<file path="config.mk">
export PLATFORM = sky130hd
export DESIGN_NAME = ysyx_22050710_sram_arbiter
export DESIGN_NICKNAME = d
export VERILOG_FILES = /design/src/rtl/ysyx_22050710_sram_arbiter.sv
export SDC_FILE = /design/constraint.sdc
export NUM_CORES = 1
export LEC_CHECK = 0
export ABC_AREA = 1
export ABC_CLOCK_PERIOD_IN_PS = 1350
export BUFFER_PORTS_ARGS = -buffer_cell sky130_fd_sc_hd__buf_2
export CELL_PAD_IN_SITES_DETAIL_PLACEMENT = 1
export CELL_PAD_IN_SITES_GLOBAL_PLACEMENT = 2
export CORE_ASPECT_RATIO = 1.25
export CORE_MARGIN = 2
export CORE_UTILIZATION = 22
export CTS_CLUSTER_DIAMETER = 50
export DETAILED_ROUTE_END_ITERATION = 8
export HOLD_SLACK_MARGIN = 0.08
export PLACE_DENSITY = 0.89
export SLEW_MARGIN = 10
export SYNTH_ARGS = -nofsm -noshare
export SYNTH_HDL_FRONTEND = slang
export SYNTH_SLANG_ARGS = --single-unit
export TNS_END_PERCENT = 10
</file>
<file path="constraint.sdc">
create_clock -name i_clk -period 1.35 [get_ports i_clk]
set_clock_uncertainty 0.2 [all_clocks]
set_input_delay 0.135 -clock i_clk [delete_from_list [all_inputs] [get_ports i_clk]]
set_output_delay 0.135 -clock i_clk [all_outputs]
set_load 0.03 [all_outputs]
</file>
<file path="src/rtl/ysyx_22050710_sram_arbiter.sv">
// ysyx_22050710_sram_arbiter
// Shares one single-port synchronous SRAM between the instruction fetch
// requester (read-only) and the load/store requester (read/write).
// At most one access is granted per cycle, with round-robin priority on
// contention. Read data returns one cycle after the grant and is routed to
// the requester that issued the access. Each requester's last read data is
// held between responses. A front-end redirect kills the pending fetch
// response.
//
// Ports:
//   i_clk, i_rst          clock, asynchronous active-low reset
//   i_if_*                fetch request (req, addr, flush)
//   o_if_*                fetch grant, response valid, read data
//   i_ls_*                data request (req, wen, addr, wdata, wstrb)
//   o_ls_*                data grant, completion valid, read data
//   o_sram_*              SRAM command (en, byte wen, addr, wdata)
//   i_sram_rdata          SRAM read data, one cycle after an enabled read
module ysyx_22050710_sram_arbiter #(
  parameter int SRAM_ADDR_WD = 32,
  parameter int SRAM_DATA_WD = 64
) (
  input  logic                      i_clk,
  input  logic                      i_rst,
  input  logic                      i_if_req,
  input  logic [SRAM_ADDR_WD-1:0]   i_if_addr,
  input  logic                      i_if_flush,
  output logic                      o_if_gnt,
  output logic                      o_if_rvalid,
  output logic [SRAM_DATA_WD-1:0]   o_if_rdata,
  input  logic                      i_ls_req,
  input  logic                      i_ls_wen,
  input  logic [SRAM_ADDR_WD-1:0]   i_ls_addr,
  input  logic [SRAM_DATA_WD-1:0]   i_ls_wdata,
  input  logic [SRAM_DATA_WD/8-1:0] i_ls_wstrb,
  output logic                      o_ls_gnt,
  output logic                      o_ls_rvalid,
  output logic [SRAM_DATA_WD-1:0]   o_ls_rdata,
  output logic                      o_sram_en,
  output logic [SRAM_DATA_WD/8-1:0] o_sram_wen,
  output logic [SRAM_ADDR_WD-1:0]   o_sram_addr,
  output logic [SRAM_DATA_WD-1:0]   o_sram_wdata,
  input  logic [SRAM_DATA_WD-1:0]   i_sram_rdata
);

  // last_gnt: 0 = fetch won last, 1 = data won last.
  logic                    last_gnt_q, last_gnt_d;
  logic                    rsp_vld_q,  rsp_vld_d;
  logic                    rsp_own_q,  rsp_own_d;
  logic                    rsp_kill_q, rsp_kill_d;
  logic                    rsp_wr_q,   rsp_wr_d;
  logic [SRAM_DATA_WD-1:0] if_hold_q,  if_hold_d;
  logic [SRAM_DATA_WD-1:0] ls_hold_q,  ls_hold_d;

  logic gnt_if;
  logic gnt_ls;
  logic if_rsp;
  logic ls_rsp;
  logic ls_rd_rsp;

  // Grants are gated by reset so every output reads 0 while reset is held,
  // even with requests asserted.
  always_comb begin
    gnt_if = i_rst & i_if_req & (~i_ls_req | last_gnt_q);
    gnt_ls = i_rst & i_ls_req & (~i_if_req | ~last_gnt_q);
  end

  // The flush input kills a response that lands in the same cycle as well as
  // the one issued this cycle (recorded in rsp_kill).
  always_comb begin
    if_rsp    = rsp_vld_q & ~rsp_own_q & ~rsp_kill_q & ~i_if_flush;
    ls_rsp    = rsp_vld_q & rsp_own_q;
    ls_rd_rsp = ls_rsp & ~rsp_wr_q;
  end

  always_comb begin
    last_gnt_d = last_gnt_q;
    if (gnt_if | gnt_ls) begin
      last_gnt_d = gnt_ls;
    end
    rsp_vld_d  = gnt_if | gnt_ls;
    rsp_own_d  = gnt_ls;
    rsp_kill_d = gnt_if & i_if_flush;
    rsp_wr_d   = gnt_ls & i_ls_wen;
    if_hold_d  = if_rsp ? i_sram_rdata : if_hold_q;
    ls_hold_d  = ls_rd_rsp ? i_sram_rdata : ls_hold_q;
  end

  always_ff @(posedge i_clk or negedge i_rst) begin
    if (!i_rst) begin
      last_gnt_q <= 1'b0;
      rsp_vld_q  <= 1'b0;
      rsp_own_q  <= 1'b0;
      rsp_kill_q <= 1'b0;
      rsp_wr_q   <= 1'b0;
      if_hold_q  <= '0;
      ls_hold_q  <= '0;
    end else begin
      last_gnt_q <= last_gnt_d;
      rsp_vld_q  <= rsp_vld_d;
      rsp_own_q  <= rsp_own_d;
      rsp_kill_q <= rsp_kill_d;
      rsp_wr_q   <= rsp_wr_d;
      if_hold_q  <= if_hold_d;
      ls_hold_q  <= ls_hold_d;
    end
  end

  always_comb begin
    o_if_gnt     = gnt_if;
    o_ls_gnt     = gnt_ls;
    o_sram_en    = gnt_if | gnt_ls;
    o_sram_wen   = (gnt_ls & i_ls_wen) ? i_ls_wstrb : '0;
    o_sram_addr  = gnt_if ? i_if_addr : (gnt_ls ? i_ls_addr : '0);
    o_sram_wdata = gnt_ls ? i_ls_wdata : '0;
    o_if_rvalid  = if_rsp;
    o_ls_rvalid  = ls_rsp;
    o_if_rdata   = if_rsp ? i_sram_rdata : if_hold_q;
    o_ls_rdata   = ls_rd_rsp ? i_sram_rdata : ls_hold_q;
  end

endmodule

</file>
==> run metrics <==
CP startpoint kind flop; die area approximately 32000 um^2; Hold Crit Class input pin to asynchronous set/reset pin; met3 Track Usage GR ~6.7%; peak supply drop approximately 0.68 mV; Die W around 160 um; DRC viols 0; Critical-path top delay cell dfrtp_2; gr busiest metal met2; Worst R2R Path Depth 7; # IOs about 440; Post-Layout Cell Count roughly 1800; Fin. Hold Viols about 220; Pleak around 7.0 nW; initial core utilization about 22%; drt total wl approximately 38 mm; GRT Util Overall between 20% and 30%; clk_lat worst skew roughly 0.44 ns; initial antenna violation count 4; area share of the largest cell type after synthesis between 40 and 50%; Fillers approximately 3500; final core utilization between 40 and 50%; Vias/cell approximately 4.5; Synth area leader dfrtp_1; DP Cell Count 1724; Initial DRC Count 315; HPWL after DPL ~26 mm; port bufs about 440; vias in the first global route 8422; period utilization 160%; CTS sink cnt around 130; CTS clk-pin slew, worst paths ~0.060 ns; layout cell share with drive strength beyond 1 between 60 and 70%; Layout Nets roughly 1600; core area between 30000 and 40000 um^2; post-synthesis sequential area ratio ~50%; Syn Inst Count ~840; global route total overflow 0; synth unique cells 15; CTS Buf Count 17; Final Worst Setup Slack -0.813 ns; Via Count approximately 8100; pwr dens about 1400 nW/um^2; synth top area cells dfrtp_1 50%, nand2_1 17%, nand3_1 14%; met1 usage 24.2%; crit path time final about 2.2 ns; RSZ-0062 raised after global routing yes; first-pass GRT wire length 50.6 mm; synth-to-layout area growth 97.0%; Final Hold Slack -0.234 ns; failing checks negative hold slack, negative setup slack; Rel. slew slack roughly a third; Routed WL per cell 21.1 um; largest fanout on the critical path 7; first drt pass iteration count 4; CP required slightly above 1 ns; row count 71; Synth Warn # 0; Post-Synthesis Cell Area around 6700 um^2; Post-DP Area 10400 um^2; CP Data Arrival Time 1.83 ns; clock tree buffer depth 2; Mean Syn Cell Area 7.96 um^2; CTS Root Cell clkbuf_16; Synth Register Bits ~130; final max-slew violation count 0; CP max stage delay between 0.4 and 0.5 ns; Vert. Die Dim around 200 um; Max Freq roughly 0.46 GHz; Routed Antenna Nets 0; max-cap violations 0; status complete, but fails checks; cell breakdown of the critical path nor2_4, buf_12, clkbuf_16, nand3_2, nand2_4, buf_4; R2R Setup Slk -0.37 ns; CTS tree done; largest net degree at the start of global routing 96; Post-Syn Nets about 1000; H-tree Lvls 4; final instance area ~13000 um^2; met2 usage between 30 and 40%; Slew @ Worst Pin around 0.98 ns; CP endpoint kind output port; CP Class flop to output port; Final setup viols 403; RePlAce Congestion roughly 0.84
-- what timing repair did --
action	4_1_cts	5_1_grt
hold endpoints to repair	263	167
gates cloned	3	12
hold buffers	2	1
resized for setup	343	241
setup buffers	4	10
setup endpoints to repair	366	499
pin swaps	5	11
-- registers in the layout (all words and copies together), names as in the netlist --
signal and flops:
last_gnt_q 1, rsp_own_q 1, ls_hold_q 64, rsp_wr_q 1, rsp_kill_q 1, rsp_vld_q 1
if_hold_q 64
-- cell type report --
type | instances | area, um^2 | share of cell area [%]
clock inverters | 7 | 92.6 | 0.700
flip-flops and latches | 133 | 3330 | 25.2
clock buffers | 24 | 522 | 3.95
multi-input cells | 567 | 3580 | 27.1
diodes | 2 | 5.00 | 0.0379
well taps | 401 | 502 | 3.80
repair buffers | 571 | 4860 | 36.8
inverters | 83 | 319 | 2.41
-- power breakdown --
group | switching (mW) | total, mW | leakage, nW | internal (mW)
Clock | 1.86 | 4.91 | 0.296 | 3.05
Sequential | 0.337 | 5.22 | 1.64 | 4.88
Combinational | 5.05 | 8.42 | 5.08 | 3.36
Total | 7.25 | 18.5 | 7.02 | 11.3
-- placed cells by master (no fill, tap or decap), types with 47 or more instances in the layout --
cell type  synthesis  final
buf_2             32    207
buf_4             10    176
buf_6             12    135
dfrtp_1          133    132
inv_1             81     79
nand2_1          295    167
nand2_2            3     93
nand3_1          193    145
nand3_2            0     47
nor2_4            30     53
-- cells by family after synthesis --
family | synth area share [%]
buffers and inverters | 11.2
DFF | 49.6
and+or+nand+nor | 39.1
AOI/OAI and AO/OA | 0.0745
-- routing by layer --
layer	vias up	share of wire, %	wire [um]
met3	91	8.0	3020
met2	387	50	18800
met1	3931	37	14100
li1	3690	-	-
met5	-	0.034	13
met4	2	4.7	1770
-- synthesized netlist by cell type --
master / count
buf_6: 12
nand2_2: 3
buf_2: 32
buf_4: 10
clkbuf_1: 3
buf_12: 3
nand3_1: 193
nor2_4: 30
nand2_1: 295
nor2_1: 35
nor2_2: 10
o21ai_0: 1
inv_1: 81
inv_2: 2
dfrtp_1: 133
-- worst max-delay path: cells and delay by family (launching register included) --
| family | cells | cell delay (ns) |
|---|---|---|
| flip-flops | 1 | 0.47 |
| AND/OR/NAND/NOR | 3 | 0.40 |
| buffers and inverters | 3 | 0.50 |
-- per-stage QoR --
step | hold slack (ns) | TNS (ns) | setup slack, ns | total power, mW
after CTS | -0.255 | -239.09 | -0.826 | 17.9
after detailed placement | -0.0109 | -78.95 | -0.402 | 11.9
after global placement | -0.0154 | -73.59 | -0.382 | 11.7
after floorplan | -0.361 | -20.42 | -0.125 | 9.16
after global routing | -0.228 | -213.22 | -0.933 | 19.4
final | -0.234 | -179.06 | -0.813 | 18.5
-- worst paths after layout --
check                                 start             end
setup / recovery                  rsp_own_q  o_if_rdata[38]
hold / removal                        i_rst   if_hold_q[40]
setup reg to reg                  rsp_own_q   if_hold_q[46]
hold reg to reg               if_hold_q[63]   if_hold_q[63]
max in group asynchronous             i_rst        rsp_wr_q
min in group i_clk         i_sram_rdata[44]   ls_hold_q[44]
Note: power is estimated with default switching activity, not from simulation.
